--- src/rtl/reg_file_bypass_pkg.sv ---
// Shared definitions for the integer register file.
// Contents:
//   state_e      - sequencer state: clear sweep in progress, or normal run
//   XLEN_DEF     - default data width
//   ADDR_W_DEF   - default address width (depth = 2**ADDR_W)
//   SP_INIT_DEF  - default value loaded into the stack pointer by the sweep
package reg_file_pkg;

  typedef enum logic {
    S_CLEAR = 1'b0,
    S_RUN   = 1'b1
  } state_e;

  localparam int          XLEN_DEF    = 32;
  localparam int          ADDR_W_DEF  = 5;
  localparam logic [31:0] SP_INIT_DEF = 32'h0101_1111;

endpackage

--- src/rtl/reg_file_bypass_read_port.sv ---
// One combinational read port of the register file.
// Ports:
//   ready     in   file contents valid; while low the port drives zero
//   wr_en     in   writeback-stage write enable (for forwarding)
//   wr_addr   in   writeback-stage write address
//   wr_data   in   writeback-stage write data
//   rd_addr   in   address read by this port
//   mem_rdata in   storage array content at rd_addr
//   rd_data   out  read result
module rf_read_port #(
  parameter int XLEN   = 32,
  parameter int ADDR_W = 5,
  parameter bit BYPASS = 1'b1
) (
  input  logic              ready,
  input  logic              wr_en,
  input  logic [ADDR_W-1:0] wr_addr,
  input  logic [XLEN-1:0]   wr_data,
  input  logic [ADDR_W-1:0] rd_addr,
  input  logic [XLEN-1:0]   mem_rdata,
  output logic [XLEN-1:0]   rd_data
);

  logic fwd_hit;

  generate
    if (BYPASS) begin : g_bypass
      // Forward the in-flight writeback so decode sees it this cycle.
      assign fwd_hit = ready && wr_en && (wr_addr == rd_addr);
    end else begin : g_no_bypass
      assign fwd_hit = 1'b0;
    end
  endgenerate

  always_comb begin
    rd_data = mem_rdata;
    if (!ready || rd_addr == '0) begin
      rd_data = '0;                 // x0 reads zero; nothing valid mid-sweep
    end else if (fwd_hit) begin
      rd_data = wr_data;
    end
  end

endmodule

--- src/rtl/reg_file_bypass.sv ---
// Parametrised integer register file for the decode stage.
// Ports:
//   clk        in   system clock, all state on rising edge
//   reset_n    in   synchronous active-low reset
//   rd_addr    in   packed read addresses, port k at [k*ADDR_W +: ADDR_W]
//   rd_data    out  packed read data, port k at [k*XLEN +: XLEN]
//   wr_en      in   write enable
//   wr_addr    in   write address
//   wr_data    in   write data
//   clear_req  in   one-cycle pulse: re-run the clear sweep
//   ready      out  file valid and accepting writes
// After reset or clear_req, a sweep writes one register per cycle with its
// init value (SP_INIT at SP_IDX, zero elsewhere) and then raises ready.
module reg_file_bypass
  import reg_file_pkg::*;
#(
  parameter int              XLEN    = XLEN_DEF,
  parameter int              ADDR_W  = ADDR_W_DEF,
  parameter int              NUM_RD  = 2,
  parameter int              SP_IDX  = 2,
  parameter logic [XLEN-1:0] SP_INIT = XLEN'(SP_INIT_DEF),
  parameter bit              BYPASS  = 1'b1
) (
  input  logic                     clk,
  input  logic                     reset_n,
  input  logic [NUM_RD*ADDR_W-1:0] rd_addr,
  output logic [NUM_RD*XLEN-1:0]   rd_data,
  input  logic                     wr_en,
  input  logic [ADDR_W-1:0]        wr_addr,
  input  logic [XLEN-1:0]          wr_data,
  input  logic                     clear_req,
  output logic                     ready
);

  localparam int                NREGS    = 2 ** ADDR_W;
  localparam logic [ADDR_W-1:0] SP_ADDR  = ADDR_W'(SP_IDX);
  localparam logic [ADDR_W-1:0] LAST_IDX = ADDR_W'(NREGS - 1);

  logic [XLEN-1:0] mem [NREGS];

  state_e            state_q, state_d;
  logic [ADDR_W-1:0] idx_q, idx_d;
  logic              ready_q, ready_d;

  logic              mem_we;
  logic [ADDR_W-1:0] mem_waddr;
  logic [XLEN-1:0]   mem_wdata;

  // State register
  always_ff @(posedge clk) begin
    if (!reset_n) begin
      state_q <= S_CLEAR;
      idx_q   <= '0;
      ready_q <= 1'b0;
    end else begin
      state_q <= state_d;
      idx_q   <= idx_d;
      ready_q <= ready_d;
    end
  end

  // Next-state logic
  always_comb begin
    state_d = state_q;
    idx_d   = idx_q;
    ready_d = ready_q;
    case (state_q)
      S_CLEAR: begin
        idx_d = idx_q + 1'b1;
        // Leave before idx wraps, so the last register is the exit condition.
        if (idx_q == LAST_IDX) begin
          state_d = S_RUN;
          ready_d = 1'b1;
        end
      end
      S_RUN: begin
        if (clear_req) begin
          state_d = S_CLEAR;
          idx_d   = '0;
          ready_d = 1'b0;
        end
      end
      default: begin
        state_d = S_CLEAR;
        idx_d   = '0;
        ready_d = 1'b0;
      end
    endcase
  end

  // Output logic: select the single storage write for this cycle.
  always_comb begin
    mem_we    = 1'b0;
    mem_waddr = idx_q;
    mem_wdata = '0;
    case (state_q)
      S_CLEAR: begin
        mem_we    = 1'b1;
        mem_waddr = idx_q;
        mem_wdata = (idx_q == SP_ADDR) ? SP_INIT : '0;
      end
      S_RUN: begin
        // clear_req wins over a simultaneous write; x0 is never stored.
        if (!clear_req && wr_en && wr_addr != '0) begin
          mem_we    = 1'b1;
          mem_waddr = wr_addr;
          mem_wdata = wr_data;
        end
      end
      default: mem_we = 1'b0;
    endcase
  end

  // Storage array, no reset: the sweep is what initialises it.
  always_ff @(posedge clk) begin
    if (reset_n && mem_we) begin
      mem[mem_waddr] <= mem_wdata;
    end
  end

  assign ready = ready_q;

  genvar gi;
  generate
    for (gi = 0; gi < NUM_RD; gi++) begin : g_rd
      logic [ADDR_W-1:0] port_addr;
      logic [XLEN-1:0]   port_mem;

      assign port_addr = rd_addr[gi*ADDR_W +: ADDR_W];
      assign port_mem  = mem[port_addr];

      rf_read_port #(
        .XLEN   (XLEN),
        .ADDR_W (ADDR_W),
        .BYPASS (BYPASS)
      ) u_rd (
        .ready     (ready_q),
        .wr_en     (wr_en),
        .wr_addr   (wr_addr),
        .wr_data   (wr_data),
        .rd_addr   (port_addr),
        .mem_rdata (port_mem),
        .rd_data   (rd_data[gi*XLEN +: XLEN])
      );
    end
  endgenerate

endmodule

--- config.mk ---
export PLATFORM = sky130hd
export DESIGN_NAME = reg_file_bypass
export DESIGN_NICKNAME = d
export VERILOG_FILES = /design/src/rtl/reg_file_bypass_pkg.sv /design/src/rtl/reg_file_bypass_read_port.sv /design/src/rtl/reg_file_bypass.sv
export SDC_FILE = /design/constraint.sdc
export NUM_CORES = 1
export LEC_CHECK = 0
export CORE_ASPECT_RATIO = 1.75
export CORE_UTILIZATION = 35
export DETAILED_ROUTE_END_ITERATION = 8
export HOLD_SLACK_MARGIN = 0.06
export SETUP_SLACK_MARGIN = 0.2
export SYNTH_ARGS = -nofsm -noshare
export SYNTH_HDL_FRONTEND = slang
export SYNTH_HIERARCHICAL = 1
export SYNTH_SLANG_ARGS = --single-unit
--- constraint.sdc ---
create_clock -name clk -period 6 [get_ports clk]
set_input_delay 0.9 -clock clk [delete_from_list [all_inputs] [get_ports clk]]
set_output_delay 0.9 -clock clk [all_outputs]
set_load 0.02 [all_outputs]
; Word level (Yosys, flattened, before mapping)
; Memories as Yosys holds them, arrays and structs flattened.
; Index checks and enable logic that the tools add are counted.
[op_classes]
add_sub_neg = 1
n_reduce_logical = 14
mux = 21
eq_ne = 6
bitwise = 1
[ops]
columns = cell, n
row1 = 32-bit two-way mux, 5
row2 = 32-bit case mux with 2 select lines, 1
row3 = 25-bit two-way mux, 1
row4 = 5-bit case mux with 2 select lines, 2
row5 = 5-bit == test, 2
row6 = 5-bit zero test, 2
row7 = 5-bit two-way mux, 2
row8 = 1-bit two-way mux, 7
row9 = 1-bit logical AND, 6
row10 = 1-bit case mux with 2 select lines, 3
row11 = 5-bit by 1-bit adder with 5-bit output (second input constant), 1
row12 = 5-bit by 2-bit == test with 1-bit output (second input constant), 1
row13 = 5-bit == test (second input constant), 1
row14 = 5-bit nonzero test, 1
row15 = 2-bit inequality test (second input constant), 2
row16 = 1-bit zero test, 2
row17 = 1-bit logical OR, 2
row18 = 2-bit AND reduction, 1
row19 = 1-bit NOT, 1
[totals]
input_bits = 51
elab_cells = 47
ramBits = 1024
ff_bits = 7
output_inout_bits = 65
memories = 1
[memory_table]
columns = memory, words, word_bits, read_ports, rd_ports_with_merged_regs, write_ports, line_no
row1 = mem, 32, 32, 2, 0, 1, reg_file_bypass.sv:39  ; logic [XLEN-1:0] mem [NREGS];

; Logic depth before layout (Yosys ltp)
; Gate-level depths: netlist of the first run.
[depth]
depth_word = 8
ltp_mapped = 10
depth_no_buf = 7

; By module
; Netlist of the first run, hierarchy kept.
[modules_own_cells]
columns = module, cells_each, seq_area_each_um2, instances, area_per_inst_um2
row1 = reg_file_bypass, 3491, 30889.6, 1, 49618.8
row2 = rf_read_port, 123, 0.0, 2, 689.4

; Worst setup path after synthesis of the first run
; OpenSTA, ideal clock, no wires.
[synth_timing]
path_kind = input -> register
startpoint = in wr_addr[4]
endpoint = mem mem[12][0], enable pin
setup_time_ns = 0.421
arrival_ns = 3.120
cell_stages = 5
path_buffers = 1
t_required_ns = 5.579
path_slack_ns = 2.459
cell_sequence = nor3_2 -> a21oi_2 -> buf_6 -> o32a_4 -> nor2_1
[synth_via]
elab_chain_cells = 7
word_cells_on_any_way = 9
cone_classes = 6 x mux / 3 x reduce/logical
[synth_rtl]
columns = item, line_no
row1 = "start, declared", reg_file_bypass.sv:29  ; input logic [ADDR_W-1:0] wr_addr,
row2 = 5-bit nonzero test, reg_file_bypass.sv:104  ; if (!clear_req && wr_en && wr_addr != '0) begin
row3 = 1-bit logical AND, reg_file_bypass.sv:104
row4 = 1-bit two-way mux, reg_file_bypass.sv:104
row5 = 1-bit case mux with 2 select lines, reg_file_bypass.sv:96  ; case (state_q)
row6 = 1-bit logical AND, reg_file_bypass.sv:116  ; if (reset_n && mem_we) begin
row7 = 1-bit two-way mux, reg_file_bypass.sv:116
row8 = 1-bit two-way mux (not written as such), reg_file_bypass.sv:117  ; mem[mem_waddr] <= mem_wdata;
row9 = "end, declared", reg_file_bypass.sv:39
; Parallel ways exist; a longest one is shown, timed or not.

; Final worst setup path of the first run
[layout_timing]
startpoint = in rd_addr[0]
endpoint = out rd_data[17]
[layout_via]
word_cells_on_any_way = 7
cone_classes = 1 x eq/ne / 2 x mux / 3 x reduce/logical / 1 x memory
[layout_lines]
columns = item, line_no
row1 = "start, declared", reg_file_bypass.sv:26  ; input logic [NUM_RD*ADDR_W-1:0] rd_addr,
row2 = memory 32 x 32 bit, n/a
row3 = via g_rd[0].port_mem[17], reg_file_bypass.sv:127  ; logic [XLEN-1:0] port_mem;
row4 = 32-bit two-way mux, reg_file_bypass_read_port.sv:39  ; end else if (fwd_hit) begin
row5 = 32-bit two-way mux, reg_file_bypass_read_port.sv:37  ; if (!ready || rd_addr == '0) begin
row6 = "end, declared", reg_file_bypass.sv:27  ; output logic [NUM_RD*XLEN-1:0] rd_data,
; The timed path passes the listed nets, and every way through them passes these cells.

==> results by group, run 1 <==
Detailed routing
  – Iteration-0 DRC Markers: 3333
  – Wirelength, routed: 175000 um
  – Wire length per cell: 30.5 um
  – Vias per Instance: 6.02
  – Number of remaining DRC errors: 0
  – DR pass1 iterations: 7
  – ANT nets after route: 0
  – Count of vias placed by the detailed router: 34500

Synth
  – Post-synthesis sequential area ratio: 0.606
  – Syn_nets: 3791
  – Synthesized area per cell: 13.6 um2
  – EDFF count, synth: 1024
  – Post-synthesis sequential element count: 1031
  – Top cells by area, synth: sky130_fd_sc_hd__edfxtp_1 (60%), sky130_fd_sc_hd__mux2i_1 (20%), sky130_fd_sc_hd__a22oi_1 (2.8%)
  – Area leader, netlist: sky130_fd_sc_hd__edfxtp_1
  – Prevailing post-synth register cell: sky130_fd_sc_hd__edfxtp_1
  – Yosys Warn Count: 6
  – Synth top area share: 0.603
  – Post-synth ARST share: 0
  – Most used standard cells in the synthesized netlist: sky130_fd_sc_hd__edfxtp_1 (1024), sky130_fd_sc_hd__mux2i_1 (1024), sky130_fd_sc_hd__nand2_1 (265)
  – Post-synthesis cell count: 3737
  – Count of different cell masters after synthesis: 50
  – Post-synth design cell area: 51000 um2

Global routing
  – Antenna violations before repair: 5
  – First-pass GRT wire length: 245000 um
  – Via count of the first global-routing pass: 34600
  – Overflow left after global routing: 0
  – Maximum number of pins on one net before global-route repair: 75
  – Overall fraction of global-route tracks in use: 0.231

Critical path
  – Crit start category: input port
  – Critical path buffers and inverters: 4
  – Arr. time, crit path: 4.37 ns
  – Peak fanout along the critical path: 37
  – Slowest CP cell: sky130_fd_sc_hd__clkdlybuf4s50_1
  – Dominant delay contributor by cell family on the critical path: buffers and inverters
  – Critical Path, Cell by Cell: clkdlybuf4s50_1, nor2b_4, buf_12, buf_12, a22oi_1, a31oi_1, nand3_1, nand2_1, o21ai_1, clkdlybuf4s50_1
  – Critical path class: in2out
  – Crit end category: primary output
  – Delay contributed by the slowest stage of the critical path: 0.69 ns
  – Data required, critical path: 5.10 ns

Floorplanning
  – Die area: 147000 um2
  – Core region area: 145000 um2
  – Initial core utilization: 0.352
  – Number of rows created at floorplan: 185
  – Die width: 291 um
  – Die Height: 507 um
  – IO Count: 116

Placement
  – Sum of net half-perimeters after detailed placement: 106000 um
  – Area after DPL: 54700 um2
  – Buffers on Ports: 115
  – Gpl congestion: 0.868

Finish
  – Final Core Density: 0.397
  – Post-synthesis to final-layout area growth: 12.9%
  – Cell area after layout: 57600 um2
  – Filler cells: 13400
  – Post-layout nets: 3863
  – Fraction of layout cells with a size suffix above 1: 0.0917

Timing
  – Pins over their slew limit: 0
  – Final Skew: 0.0206 ns
  – Final Setup Violations: 0
  – Normalized max-slew margin: 0.124
  – Slew at the pin closest to its max-slew limit: 1.31 ns
  – Unrepaired setup endpoints after global routing: false
  – Achievable frequency: 0.190 GHz
  – Hold violation total from the final report: 0
  – TNS Setup: 0 ns
  – Fraction of the cycle the final worst path needs: 0.879
  – Post-route minimum period: 5.27 ns

Clocking
  – CTS H-tree depth: 3
  – Clock latency at the later pin of the worst-skew pair: 0.70 ns
  – Post-CTS setup-driven buffer insertion count: 0
  – Clock transition at the registers of the reported paths: 0.07 ns
  – Hold Buf Count CTS: 0
  – Maximum buffer depth of the clock tree: 3
  – Total number of clock tree sinks: 1031
  – Root Buffer Master: sky130_fd_sc_hd__clkbuf_16
  – Total CTS buffers: 85
  – TritonCTS clock tree: yes
  – Number of instances resized during post-cts repair: 0

Power
  – Share of total power in sequential cells: 0.525
  – Sw frac: 0.233
  – IR drop worst, VDD: 200 uV
  – Total leakage power: 22.2 nW
  – Design internal power: 0.0115 W
  – Pwr per Cell Area: 261 nW/um2
  – Combinational share of power: 0.087
  – P_sw: 0.00350 W
  – Clock share of power: 0.388

Outcome
  – Status: finished clean

Worst hold path
  – Worst hold-check path type: reg2reg

Run
  – # Max-Cap Violations: 0
-- per-layer routing --
layer | share of wire | GRT usage | routed length, um
met5 | 0.00023 | 0 | 40
met3 | 0.066 | 0.0299 | 11600
met1 | 0.37 | 0.270 | 65500
met2 | 0.51 | 0.412 | 88700
met4 | 0.054 | 0.122 | 9550
-- sequential cells by signal, indices dropped and copies added (netlist names) --
register  cells
state_q       1
mem        1024
ready         1
idx_q         5
-- cell families after synthesis --
family | synth area share
flip-flops | 0.606
multiplexers | 0.201
AND/OR/NAND/NOR | 0.0651
AO/OA/AOI/OAI | 0.0884
buffers and inverters | 0.0373
XOR/XNOR | 0.00172
adder cells (fa/ha/maj) | 0.000736
-- final timing paths --
path              startpoint  cells after the start           to  slack (ns)
hold / removal      idx_q[0]                      2     idx_q[0]        0.68
hold reg to reg     idx_q[0]                      2     idx_q[0]        0.68
setup / recovery  rd_addr[0]                     10  rd_data[17]        0.73
setup reg to reg     state_q                      5    mem[4][5]        2.36
-- tightest hold or removal path: cells and delay by family (launching register included) --
family | cells | cell delay, ns
and+or+nand+nor | 1 | 0.10
AOI/OAI and AO/OA | 1 | 0.12
DFF | 1 | 0.42
-- stage by stage --
stage / std cells / worst slack (ns) / hold WS [ns] / power (W)
3_3_place_gp: 5592 / 0.829 / 0.648 / 0.00934
5_1_grt: 5741 / 0.665 / 0.724 / 0.0154
2_1_floorplan: 3737 / 2.46 / 0.548 / 0.00887
3_5_place_dp: 5592 / 0.775 / 0.650 / 0.00934
4_1_cts: 5740 / 0.789 / 0.665 / 0.0151
6_report: 5742 / 0.727 / 0.676 / 0.0150
-- layout by cell type (no fill, tap or decap), types with 88 or more instances in the layout --
cell and count:
sky130_fd_sc_hd__a21oi_1 193, sky130_fd_sc_hd__nand2_1 263, sky130_fd_sc_hd__nand3_1 193, sky130_fd_sc_hd__a22o_1 128, sky130_fd_sc_hd__clkdlybuf4s50_1 113, sky130_fd_sc_hd__buf_4 120
sky130_fd_sc_hd__clkbuf_16 88, sky130_fd_sc_hd__edfxtp_1 1024, sky130_fd_sc_hd__a22oi_1 193, sky130_fd_sc_hd__mux2i_1 1024
-- area by class of cell --
| type | count | area [um2] | share of cell area |
|---|---|---|---|
| well taps | 1870 | 2340 | 0.0407 |
| repair buffers | 279 | 2940 | 0.0511 |
| clock inverters | 46 | 544 | 0.00946 |
| diodes | 2 | 5.00 | 0.0000870 |
| multi-input cells | 2407 | 18500 | 0.322 |
| inverters | 5 | 18.8 | 0.000326 |
| flip-flops and latches | 1031 | 30900 | 0.537 |
| clock buffers | 102 | 2270 | 0.0395 |
-- power groups by stage --
stage	combinational, W	clock (W)	sequential (W)
global placement	0.00129	0	0.00805
global route	0.00136	0.00612	0.00790
detailed placement	0.00129	0	0.00806
CTS	0.00129	0.00589	0.00790
finish	0.00131	0.00583	0.00790
floorplan	0.000821	0	0.00805
(Power assumes the default switching activity.)
==> run 2, diff against run 1 <==
--- a/config.mk
+++ b/config.mk
@@ -5,7 +5,7 @@
 export SDC_FILE = /design/constraint.sdc
 export NUM_CORES = 1
 export LEC_CHECK = 0
-export CORE_ASPECT_RATIO = 1.75
+export CORE_ASPECT_RATIO = 1.1
 export CORE_UTILIZATION = 35
 export DETAILED_ROUTE_END_ITERATION = 8
 export HOLD_SLACK_MARGIN = 0.06
==> results by group, run 2 (synthesis results as in run 1) <==
Outcome
  – Status: finished clean

Critical path
  – Crit end category: primary output
  – Slowest CP cell: sky130_fd_sc_hd__and3_2
  – Critical path buffers and inverters: 3 (-1)
  – Worst reg2reg setup slack: 2.53 ns (+0.17 ns)
  – Critical Path, Cell by Cell: clkdlybuf4s50_1, xnor2_1, and3_2, and2_2, buf_4, o21ai_1, clkdlybuf4s50_1
  – Cell type with the highest occurrence count on the critical path: sky130_fd_sc_hd__clkdlybuf4s50_1
  – Delay contributed by the slowest stage of the critical path: 0.90 ns (+0.21 ns)
  – Peak fanout along the critical path: 22 (-41%)
  – Data required, critical path: 5.10 ns (about the same)
  – Crit start category: input port
  – Critical path class: in2out
  – Dominant delay contributor by cell family on the critical path: buffers and inverters
  – Arr. time, crit path: 4.62 ns (+0.25 ns)

Global routing
  – Via count of the first global-routing pass: 33800 (-2.4%)
  – Overflow left after global routing: 0 (unchanged)
  – Antenna violations before repair: 2 (-3)
  – Maximum number of pins on one net before global-route repair: 85 (+13%)
  – Overall fraction of global-route tracks in use: 0.227 (-0.00395)
  – First-pass GRT wire length: 244000 um (-0.66%)

Clocking
  – Maximum buffer depth of the clock tree: 3 (unchanged)
  – Total CTS buffers: 99 (+16%)
  – Post-CTS setup-driven buffer insertion count: 0 (unchanged)
  – CTS H-tree depth: 3 (unchanged)
  – Clock latency at the later pin of the worst-skew pair: 0.71 ns (about the same)
  – TritonCTS clock tree: yes
  – Total number of clock tree sinks: 1031 (unchanged)
  – Number of instances resized during post-cts repair: 0 (unchanged)
  – Clock transition at the registers of the reported paths: 0.06 ns (about the same)
  – Root Buffer Master: sky130_fd_sc_hd__clkbuf_16
  – Hold Buf Count CTS: 0 (unchanged)

Run
  – # Max-Cap Violations: 0 (unchanged)

Placement
  – Buffers on Ports: 115 (unchanged)
  – Gpl congestion: 0.824 (-5.1%)
  – Sum of net half-perimeters after detailed placement: 102000 um (-3.3%)
  – Area after DPL: 54700 um2 (about the same)

Power
  – Pwr per Cell Area: 268 nW/um2 (+2.8%)
  – Total leakage power: 22.4 nW (+0.83%)
  – IR drop worst, VDD: 198 uV (-1.1%)

Finish
  – Post-synthesis to final-layout area growth: 13.6%
  – Cell area after layout: 57900 um2 (+0.68%)
  – Largest regs: mem: 1024 flops, idx_q: 5 flops
  – Post-layout nets: 3876 (+0.34%)
  – Flip-flop count of the largest register after layout: 1024 (unchanged)
  – Fraction of layout cells with a size suffix above 1: 0.0945 (+0.00276)
  – Leading cell types in the layout, fill and taps excluded: sky130_fd_sc_hd__mux2i_1 (1024), sky130_fd_sc_hd__edfxtp_1 (1024), sky130_fd_sc_hd__nand2_1 (263)
  – Register with the most flip-flops: mem

Timing
  – Worst hold margin: 0.672 ns (-0.00442 ns)
  – Final Setup Violations: 0 (unchanged)
  – Unrepaired setup endpoints after global routing: false
  – Final Skew: 0.0255 ns (+0.00484 ns)
  – Pins over their slew limit: 0 (unchanged)
  – Fraction of the cycle the final worst path needs: 0.921 (+0.0418)
  – Post-route minimum period: 5.52 ns (+0.251 ns)
  – Achievable frequency: 0.181 GHz (-4.5%)
  – TNS Setup: 0 ns (unchanged)
  – Slew at the pin closest to its max-slew limit: 1.18 ns (-0.136 ns)
  – Hold violation total from the final report: 0 (unchanged)
  – Normalized max-slew margin: 0.215 (+0.0909)

Detailed routing
  – Wirelength, routed: 173000 um (-1.4%)
  – Iteration-0 DRC Markers: 3613 (+8.4%)
  – Count of vias placed by the detailed router: 34500 (-0.052%)
  – DR pass1 iterations: 6 (-1)
  – ANT nets after route: 0 (unchanged)
  – Wire length per cell: 29.6 um (-2.9%)
  – Vias per Instance: 5.92 (-1.6%)
  – Number of remaining DRC errors: 0 (unchanged)

Floorplanning
  – Number of rows created at floorplan: 146 (-21%)
  – IO Count: 116 (unchanged)
  – Die Height: 402 um (-21%)
  – Die area: 147000 um2 (about the same)
  – Die width: 366 um (+26%)
  – Initial core utilization: 0.353 (+0.00143)
  – Core region area: 144000 um2 (-0.41%)

Worst hold path
  – Worst hold-check path type: reg2reg
[run 2: per-layer routing]
| metal | up-vias | GRT usage | part of all wire |
|---|---|---|---|
| li1 | 14800 | - | - |
| met1 | 17700 | 0.291 | 0.40 |
| met2 | 1645 | 0.386 | 0.49 |
| met3 | 319 | 0.0333 | 0.075 |
| met4 | 2 | 0.0890 | 0.038 |
| met5 | - | 0 | 0.000041 |
[run 2: path summary, 6_finish.rpt]
path              start           to  depth (start not counted)
max reg2reg     state_q  mem[29][15]                          5
max          wr_addr[3]  rd_data[32]                          7
min reg2reg    idx_q[0]     idx_q[0]                          2
min            idx_q[0]     idx_q[0]                          2
[run 2: cell type report]
cell class,instances,area (um2)
multi-input cells,2407,18500
fillers,13400,86400
diodes,1,2.50
clock buffers,121,2600
flip-flops and latches,1031,30900
clock inverters,63,626
well taps,1924,2410
inverters,5,18.8
repair buffers,278,2860
[run 2: power by group]
part	internal [W]	switching, W
Combinational	0.000467	0.000853
Sequential	0.00788	0.0000189
Clock	0.00360	0.00274
[run 2: through the flow]
step	utilization	cells	setup WS [ns]	total power, W
2_1_floorplan	-	3737	2.46	0.00887
3_3_place_gp	0.379	5645	0.569	0.00935
3_5_place_dp	0.379	5645	0.579	0.00935
4_1_cts	0.401	5829	0.576	0.0156
5_1_grt	0.401	5829	0.577	0.0159
6_report	0.402	5830	0.476	0.0156
[run 2: tightest hold or removal path, delay by kind of cell (launching register included)]
kind,cells,cell delay [ns]
and+or+nand+nor,1,0.10
DFF,1,0.42
AOI/OAI and AO/OA,1,0.12
